===== config.mk =====
export PLATFORM = sky130hd
export DESIGN_NAME = mem_stage
export DESIGN_NICKNAME = d
export VERILOG_FILES = /design/src/rtl/mem_stage.sv
export SDC_FILE = /design/constraint.sdc
export NUM_CORES = 1
export LEC_CHECK = 0
export ABC_AREA = 1
export ABC_CLOCK_PERIOD_IN_PS = 4300
export CORE_MARGIN = 2
export CORE_UTILIZATION = 30
export DETAILED_ROUTE_END_ITERATION = 10
export GPL_TIMING_DRIVEN = 0
export PLACE_DENSITY = 0.57
export REMOVE_ABC_BUFFERS = 1
export SYNTH_ARGS = -nofsm -noshare
export SYNTH_HDL_FRONTEND = slang
export SYNTH_SLANG_ARGS = --single-unit

===== constraint.sdc =====
create_clock -name clk_in -period 4.3 [get_ports clk_in]
set_clock_uncertainty 0.05 [all_clocks]
set_input_delay 0.86 -clock clk_in [delete_from_list [all_inputs] [get_ports clk_in]]
set_output_delay 0.86 -clock clk_in [all_outputs]
set_load 0.02 [all_outputs]

===== src/rtl/mem_stage.sv =====
// mem_stage: byte-serial load/store stage between EX/MEM and WB with upstream stall
module mem_stage #(
   parameter int CMD_W  = 6,
   parameter int ADDR_W = 32
) (
   input  logic              clk_in,
   input  logic              rst_in,
   input  logic              valid_in,
   input  logic [CMD_W-1:0]  cmdtype_in,
   input  logic [4:0]        rsd_addr_in,
   input  logic [31:0]       rsd_data_in,
   input  logic              write_rsd_in,
   input  logic [31:0]       store_data_in,
   output logic              stall_out,
   output logic              mem_req,
   output logic              mem_wr,
   output logic [ADDR_W-1:0] mem_addr,
   output logic [7:0]        mem_wdata,
   input  logic [7:0]        mem_rdata,
   input  logic              mem_ack,
   output logic              valid_out,
   output logic [4:0]        rsd_addr_out,
   output logic [31:0]       rsd_data_out,
   output logic              write_rsd_out
);
   // Memory command encodings; loads occupy LB..LHU and stores SB..SW contiguously.
   localparam logic [CMD_W-1:0] CMD_LB  = CMD_W'(10);
   localparam logic [CMD_W-1:0] CMD_LH  = CMD_W'(11);
   localparam logic [CMD_W-1:0] CMD_LW  = CMD_W'(12);
   localparam logic [CMD_W-1:0] CMD_LBU = CMD_W'(13);
   localparam logic [CMD_W-1:0] CMD_LHU = CMD_W'(14);
   localparam logic [CMD_W-1:0] CMD_SB  = CMD_W'(15);
   localparam logic [CMD_W-1:0] CMD_SH  = CMD_W'(16);
   localparam logic [CMD_W-1:0] CMD_SW  = CMD_W'(17);

   typedef enum logic [1:0] {IDLE, ACCESS, DONE} state_t;

   state_t              state_q, state_d;
   logic [CMD_W-1:0]    cmd_q, cmd_d;
   logic [ADDR_W-1:0]   base_q, base_d;
   logic [31:0]         sdata_q, sdata_d;
   logic [31:0]         asm_q, asm_d;
   logic [4:0]          rsd_q, rsd_d;
   logic                wen_q, wen_d;
   logic [1:0]          idx_q, idx_d;
   logic                valid_q, valid_d;
   logic [4:0]          out_rd_q, out_rd_d;
   logic [31:0]         out_data_q, out_data_d;
   logic                out_wr_q, out_wr_d;
   logic                in_mem, is_store, in_acc;
   logic [1:0]          last_idx;
   logic [31:0]         word, ext;

   assign in_mem   = cmdtype_in >= CMD_LB && cmdtype_in <= CMD_SW;
   assign is_store = cmd_q >= CMD_SB;
   assign in_acc   = state_q == ACCESS;
   assign last_idx = (cmd_q == CMD_LB || cmd_q == CMD_LBU || cmd_q == CMD_SB) ? 2'd0 :
                     (cmd_q == CMD_LH || cmd_q == CMD_LHU || cmd_q == CMD_SH) ? 2'd1 : 2'd3;

   assign stall_out     = in_acc || (state_q == IDLE && valid_in && in_mem);
   assign mem_req       = in_acc;
   assign mem_wr        = in_acc && is_store;
   assign mem_addr      = in_acc ? base_q + ADDR_W'(idx_q) : '0;
   assign mem_wdata     = mem_wr ? sdata_q[{idx_q, 3'b000} +: 8] : '0;
   assign valid_out     = valid_q;
   assign rsd_addr_out  = out_rd_q;
   assign rsd_data_out  = out_data_q;
   assign write_rsd_out = out_wr_q;

   // Merge the byte arriving now into the assembled word and extend it for the load type.
   always_comb begin
      word = asm_q;
      word[{idx_q, 3'b000} +: 8] = mem_rdata;
      ext = cmd_q == CMD_LB  ? {{24{word[7]}}, word[7:0]} :
            cmd_q == CMD_LH  ? {{16{word[15]}}, word[15:0]} :
            cmd_q == CMD_LBU ? {24'd0, word[7:0]} :
            cmd_q == CMD_LHU ? {16'd0, word[15:0]} : word;
   end

   // Next-state: accept records in IDLE, walk bytes in ACCESS, publish result into DONE.
   always_comb begin
      state_d    = state_q;
      cmd_d      = cmd_q;
      base_d     = base_q;
      sdata_d    = sdata_q;
      asm_d      = asm_q;
      rsd_d      = rsd_q;
      wen_d      = wen_q;
      idx_d      = idx_q;
      valid_d    = 1'b0;
      out_rd_d   = out_rd_q;
      out_data_d = out_data_q;
      out_wr_d   = out_wr_q;
      unique case (state_q)
         IDLE: begin
            if (valid_in && in_mem) begin
               cmd_d   = cmdtype_in;
               base_d  = ADDR_W'(rsd_data_in);
               sdata_d = store_data_in;
               rsd_d   = rsd_addr_in;
               wen_d   = write_rsd_in;
               idx_d   = 2'd0;
               asm_d   = 32'd0;
               state_d = ACCESS;
            end else if (valid_in) begin
               valid_d    = 1'b1;
               out_rd_d   = rsd_addr_in;
               out_data_d = rsd_data_in;
               out_wr_d   = write_rsd_in && rsd_addr_in != 5'd0;
            end
         end
         ACCESS: begin
            if (mem_ack) begin
               asm_d = is_store ? asm_q : word;
               idx_d = idx_q + 2'd1;
               if (idx_q == last_idx) begin
                  state_d    = DONE;
                  valid_d    = 1'b1;
                  out_rd_d   = rsd_q;
                  out_data_d = is_store ? 32'd0 : ext;
                  out_wr_d   = !is_store && wen_q && rsd_q != 5'd0;
               end
            end
         end
         default: state_d = IDLE;
      endcase
   end

   // State registers with synchronous active-low reset clearing everything.
   always_ff @(posedge clk_in) begin
      if (!rst_in) begin
         state_q    <= IDLE;
         cmd_q      <= '0;
         base_q     <= '0;
         sdata_q    <= '0;
         asm_q      <= '0;
         rsd_q      <= '0;
         wen_q      <= 1'b0;
         idx_q      <= '0;
         valid_q    <= 1'b0;
         out_rd_q   <= '0;
         out_data_q <= '0;
         out_wr_q   <= 1'b0;
      end else begin
         state_q    <= state_d;
         cmd_q      <= cmd_d;
         base_q     <= base_d;
         sdata_q    <= sdata_d;
         asm_q      <= asm_d;
         rsd_q      <= rsd_d;
         wen_q      <= wen_d;
         idx_q      <= idx_d;
         valid_q    <= valid_d;
         out_rd_q   <= out_rd_d;
         out_data_q <= out_data_d;
         out_wr_q   <= out_wr_d;
      end
   end
endmodule


==> metrics.yaml, run 1 <==
status: "finished, final reports clean"
leakage_nw: 4.32
cts_tree: "yes"
cts-buffers-inserted: 17
syn_area_per_cell_um2: 6.33
vias: 8526
detail_route.wl_per_cell_um: 15.7
maxCapViolCount: 0
multiInputGateArea_um2: 4390
synth_flop_cell: "dfxtp_1"
synth_top_area_frac: 0.374
drive_gt1_frac: 0.0494
drt_iter0_markers: 765
wl_mm: 27.6
synth.area.top_cells: "dfxtp_1 (37%), nand2_1 (15%), nor2_1 (12%)"
maxSlewHeadroom: 0.159
yosys_warnings: 0
fp.dieH_um: 168
io_pins: 170
drc: 0
hold_viol: 0
critPathMostFrequentCell: "clkdlybuf4s50_1"
slowest_stage: "clkdlybuf4s50_1"
clkTransAtPathRegs_ps: 70
path_class: "in -> out"
critPathLaunchType: "primary input"
tightest_slew_ps: 1250
ys_ff_latch: 151
async_flop_share: 0
worstSkewPairLatency_ps: 440
hold-worst-slack_ps: 410
min_period_ps: 4130
ir_drop_mv: 0.216
critPathMaxFanout: 83
grt_pass1_wl_mm: 42.8
synth_edf_count: 0
cts.path.max_buffers: 2
critPathCaptureType: "output pin"
dpl.hpwl_mm: 18.6
syn-cell-area_um2: 8090
cp_cell_sequence: "clkdlybuf4s50_1, nor3b_1, nand2_8, nand2_1, clkdlybuf4s50_1"
fin_ws_ps: 172
cts-root-buf: "clkbuf_16"
numPortBuffers: 169
cts_hold_buf: 0
first_pass_iters: 5
ant_nets: 0
fp-row-count: 60
place_ws_ps: -523
viasPerCell: 4.85
cp_slowest_stage_delay_ps: 670
setup_viol: 0
power-per-cell-area_nw_per_um2: 339
htree_num_levels: 4
yosysSeqAreaShare: 0.374
synth_cell_type_count: 43
min_path_type: "reg -> reg"
grt.total_usage: 0.193
drv_slew: 0
fin_crit_sh: 0.960
syn-instance-count: 1277
cp.required_ps: 3390
antenna_cells: 0
numClockSinks: 151
fp.dieArea_um2: 28300
fp.dieW_um: 168
fmaxAchievable_ghz: 0.242
seq_area_um2: 3030
area_delta_synth_final_pct: 31.8
overflow: 0
critPathArrivalTime_ps: 3220
grt_max_degree: 84
antenna_found_initial: 3
synth_area_leader_cell: "dfxtp_1"
nNetsFinal: 1500
fill_cells: 2904
fp.coreArea_um2: 26700
gp_congestion: 0.849
grt_pass1_vias: 7899
initial_core_util: 0.303
==> cells by family (layout without fill, tap and decap cells) <==
family | after synthesis | after routing | synth area share
fa+ha+maj | 8 | 8 | 0.0133
compound gates | 278 | 278 | 0.182
xor+xnor | 10 | 10 | 0.0108
flops | 151 | 151 | 0.374
simple gates | 652 | 653 | 0.328
buf+inv | 175 | 314 | 0.0885
mux | 3 | 3 | 0.00371
==> where the power goes <==
group          switching, mW  internal [mW]  total [mW]
clock                  0.653          0.894        1.55
combinational          0.314          0.236       0.550
sequential            0.0495           1.47        1.52
total                   1.02           2.60        3.62
==> critical path, delay by kind of cell <==
kind	cells	cell delay, ps
and+or+nand+nor	3	1230
buffers and inverters	2	1120
==> Yosys cell counts, types with 6 or more instances <==
library cell and number:
a21boi_0 6, a21oi_1 106, a22oi_1 6, buf_1 9, buf_2 11, clkbuf_1 41, dfxtp_1 151, ha_1 7
inv_1 95, inv_2 10, nand2_1 315, nand3_1 29, nor2_1 255, nor3_1 20, nor4_1 7, o21a_1 7
o21ai_0 135, o22ai_1 8, xor2_1 7
==> metrics by stage <==
stage               std cells  instance area (µm²)  setup TNS (ps)  utilization  power (mW)
floorplan                1209                 7770               0            -        1.82
global route             1758                10700           -12.2        0.399        3.78
global placement         1719                 9890         -204030        0.370        2.10
finish                   1758                10700               0        0.399        3.62
CTS                      1757                10600               0        0.397        3.65
detailed placement       1721                 9960          -14640        0.373        2.10
==> routing by layer <==
metal | GRT usage | part of all wire
met1 | 0.252 | 0.45
met5 | 0 | 0.0011
met4 | 0.0356 | 0.0089
met2 | 0.318 | 0.46
met3 | 0.0571 | 0.075
==> what timing repair did <==
| action | 4_1_cts | 5_1_grt |
|---|---|---|
| setup buffers | 3 | 0 |
| pin swaps | 1 | 0 |
| resized for setup | 5 | 7 |
| cloned | 1 | 0 |
| setup endpoints to repair | 75 | 7 |
==> sequential cells by signal, summed over array words and instances, names as in the netlist, 2 cells and up <==
name and count:
base_q 32, rsd_addr_out 5, state_q 2, sdata_q 32, rsd_data_out 32, asm_q 32
idx_q 2, rsd_q 5, cmd_q 6
==> cells in the final DEF (no fill, tap or decap), types with 2 or more instances in the layout <==
cell type / netlist / layout
a22oi_1: 6 / 6
buf_4: 2 / 3
a31oi_1: 3 / 3
clkbuf_16: 0 / 17
clkbuf_8: 0 / 2
a211oi_1: 2 / 2
nand4_1: 4 / 4
mux2i_1: 3 / 3
nand2_1: 315 / 314
nand2_2: 3 / 3
nor2_2: 1 / 3
dfxtp_4: 0 / 2
clkdlybuf4s50_1: 0 / 163
xnor2_1: 3 / 3
a21boi_0: 6 / 6
nor2_1: 255 / 254
clkinvlp_4: 0 / 5
nor2_4: 5 / 5
inv_2: 10 / 9
a21oi_1: 106 / 106
ha_1: 7 / 7
and3_1: 2 / 2
nand3_1: 29 / 29
o21ai_0: 135 / 135
xor2_1: 7 / 7
nor3_1: 20 / 20
o22ai_1: 8 / 8
buf_16: 0 / 2
o21a_1: 7 / 7
bufinv_16: 0 / 2
clkinv_1: 2 / 2
dlymetal6s2s_1: 0 / 5
nor4_1: 7 / 7
inv_1: 95 / 95
nand3b_1: 4 / 4
clkinv_4: 0 / 3
dfxtp_1: 151 / 149
==> worst paths after layout <==
check	start	slack, ps	to	cells after the start
worst max-delay path	valid_in	170	stall_out	5
worst min-delay path	asm_q[16]$_SDFFE_PN0P_	410	asm_q[16]$_SDFFE_PN0P_	2
worst max register to register	idx_q[0]$_SDFFE_PN0P_	670	rsd_data_out[14]$_SDFFE_PN0P_	12
worst min register to register	asm_q[16]$_SDFFE_PN0P_	410	asm_q[16]$_SDFFE_PN0P_	2
==> final cells by class <==
cell class,count,area share
clock inverters,12,0.0135
flip-flops and latches,151,0.284
multi-input cells,952,0.412
repair buffers,175,0.169
clock buffers,20,0.0429
well taps,341,0.0400
inverters,107,0.0379
No activity file was read; power rests on OpenSTA's default activity.
==> run 2, diff against run 1 <==
--- a/config.mk
+++ b/config.mk
@@ -6,7 +6,7 @@
 export NUM_CORES = 1
 export LEC_CHECK = 0
 export ABC_AREA = 1
-export ABC_CLOCK_PERIOD_IN_PS = 4300
+export ABC_CLOCK_PERIOD_IN_PS = 4620
 export CORE_MARGIN = 2
 export CORE_UTILIZATION = 30
 export DETAILED_ROUTE_END_ITERATION = 10
==> constraint.sdc (replaced) <==
create_clock -name clk_in -period 4.62 [get_ports clk_in]
set_clock_uncertainty 0.05 [all_clocks]
set_input_delay 0.924 -clock clk_in [delete_from_list [all_inputs] [get_ports clk_in]]
set_output_delay 0.924 -clock clk_in [all_outputs]
set_load 0.02 [all_outputs]
==> run 2 against run 1 <==
Combinational power fell by 7.8%. Worst hold slack barely moved. Sequential power fell by 7%. Clock power fell by 7%. Count of clock-buffer cells in the layout did not move. Total power fell by 7.0%. Utilization fell by 0.13 points. Largest cell class unchanged.
==> metrics.yaml, run 2 (synthesis gave the netlist of run 1 again) <==
status: "finished, final reports clean"
gp_congestion: 0.849  # unchanged
hold-worst-slack_ps: 410  # +0.112 ps
fp.coreArea_um2: 26700  # unchanged
overflow: 0  # unchanged
drt_iter0_markers: 680  # -11%
critPathLaunchType: "register"
setup_viol: 0  # unchanged
dpl.hpwl_mm: 18.6  # unchanged
detail_route.wl_per_cell_um: 15.6  # -0.29%
antenna_found_initial: 3  # unchanged
critPathMaxFanout: 44  # -47%
fin_crit_sh: 0.954
cts_tree: "yes"
drive_gt1_frac: 0.0481  # -0.00134
cp_slowest_stage_delay_ps: 660  # about the same
cp-startpoint: "state_q[0]$_SDFFE_PN0P_"
drc: 0  # unchanged
min_period_ps: 4410
critical_path.top_delay_family: "buffers and inverters"
cts-buffers-inserted: 17  # unchanged
grt.total_usage: 0.191  # -0.00155
grt_pass1_vias: 7867  # -0.41%
clkTransAtPathRegs_ps: 70  # about the same
fin_cells: 1756  # -0.11%
cts-root-buf: "clkbuf_16"
hp-start: "asm_q[0]$_SDFFE_PN0P_"
numPortBuffers: 169  # unchanged
ir_drop_mv: 0.201  # -6.8%
critPathCaptureType: "output pin"
place_inst: 1721  # unchanged
r2r_setup_slack_ps: 1090  # +420 ps
grt_max_degree: 84  # unchanged
maxCapViolCount: 0  # unchanged
clkPwrFrac: 0.428  # about the same
viasPerCell: 4.86  # +0.25%
slowest_stage: "clkdlybuf4s50_1"
cts.path.max_buffers: 2  # unchanged
htree_num_levels: 4  # unchanged
initial_core_util: 0.303  # unchanged
multiInputGateArea_um2: 4380  # -0.20%
first_pass_iters: 5  # unchanged
crit_buf_inv: 4  # +2
r2r_start: "idx_q[0]$_SDFFE_PN0P_"
finalPower_mw: 3.36  # -7.0%
maxSlewHeadroom: 0.148  # -0.0110
layout_common_cells: "nand2_1 (314), nor2_1 (254), clkdlybuf4s50_1 (167), dfxtp_1 (149), o21ai_0 (135)"
grt_pass1_wl_mm: 42.6  # -0.58%
cp.required_ps: 3650  # +260 ps
tightest_slew_ps: 1270  # +16.4 ps
cts_hold_buf: 0  # unchanged
fill_cells: 2909  # +0.17%
io_pins: 170  # unchanged
switching_share: 0.280  # -0.000549
numClockSinks: 151  # unchanged
vias: 8538  # +0.14%
fp.dieW_um: 168  # unchanged
worstSkewPairLatency_ps: 440  # about the same
fp.dieH_um: 168  # unchanged
fmaxAchievable_ghz: 0.227
power-per-cell-area_nw_per_um2: 317  # -6.7%
critPathArrivalTime_ps: 3430  # +210 ps
fp.dieArea_um2: 28300  # unchanged
p_comb_frac: 0.151  # about the same
sequentialPowerShare: 0.422  # +0.002
cp_cell_sequence: "inv_2, nor2_4, inv_4, nor2_1, inv_1, a21oi_1, clkdlybuf4s50_1"
antenna_cells: 0  # unchanged
area_delta_synth_final_pct: 31.3
nNetsFinal: 1498  # -0.13%
seq_area_um2: 3030  # unchanged
drv_slew: 0  # unchanged
ant_nets: 0  # unchanged
leakage_nw: 4.24  # -1.8%
fin_tns_setup_ps: 0  # unchanged
rsz0062_at_grt: "false"
min_path_type: "reg -> reg"
hold_viol: 0  # unchanged
fp-row-count: 60  # unchanged
wl_mm: 27.5  # -0.40%
final_common_cell: "nand2_1"
switchingPower_uw: 943  # -7.2%
power.internal_mw: 2.42  # -7.0%
path_class: "reg -> out"
fin_util: 0.397  # -0.00126
[run 2: cell type report]
cell class,instances,area share
Clock inverter,12,0.0135
Multi-Input combinational cell,952,0.413
Tap cell,341,0.0402
Clock buffer,20,0.0430
Timing Repair Buffer,173,0.167
Inverter,107,0.0380
Sequential cell,151,0.285
[run 2: layer usage]
metal / part of all wire / global-route usage
met1: 0.46 / 0.252
met2: 0.46 / 0.313
met3: 0.072 / 0.0571
met4: 0.0088 / 0.0356
met5: 0.0011 / 0
[run 2: metrics by stage]
stage | area, µm² | worst slack [ps]
after floorplan | 7770 | 911
after global placement | 9890 | -2470
after detailed placement | 9960 | -210
after CTS | 10600 | 35.8
after global routing | 10600 | 33.4
final | 10600 | 213
[run 2: path summary, 6_finish.rpt]
kind,cells past startpoint,endpoint
worst min register to register,2,asm_q[0]$_SDFFE_PN0P_
worst min-delay path,2,asm_q[0]$_SDFFE_PN0P_
worst max register to register,11,rsd_data_out[14]$_SDFFE_PN0P_
worst max-delay path,7,mem_wdata[0]
[run 2: tightest hold or removal path, stage by stage, from the launching register on]
cell and delay (ps):
dfxtp_1 300, inv_1 60, a21oi_1 50
[run 2: what timing repair did]
item / CTS / global route
hold endpoints to repair: 0 / 0
endpoints found under the setup margin: 54 / 15
buffers inserted: 0 / 1
pin swaps: 1 / 0
gates resized for setup: 3 / 5
gates cloned: 1 / 0
[run 2: power groups by stage]
stage / sequential, mW / combinational (mW) / clock, mW
3_5_place_dp: 1.45 / 0.504 / 0
2_1_floorplan: 1.48 / 0.220 / 0
4_1_cts: 1.42 / 0.507 / 1.47
5_1_grt: 1.43 / 0.565 / 1.53
6_report: 1.42 / 0.507 / 1.44
3_3_place_gp: 1.45 / 0.504 / 0
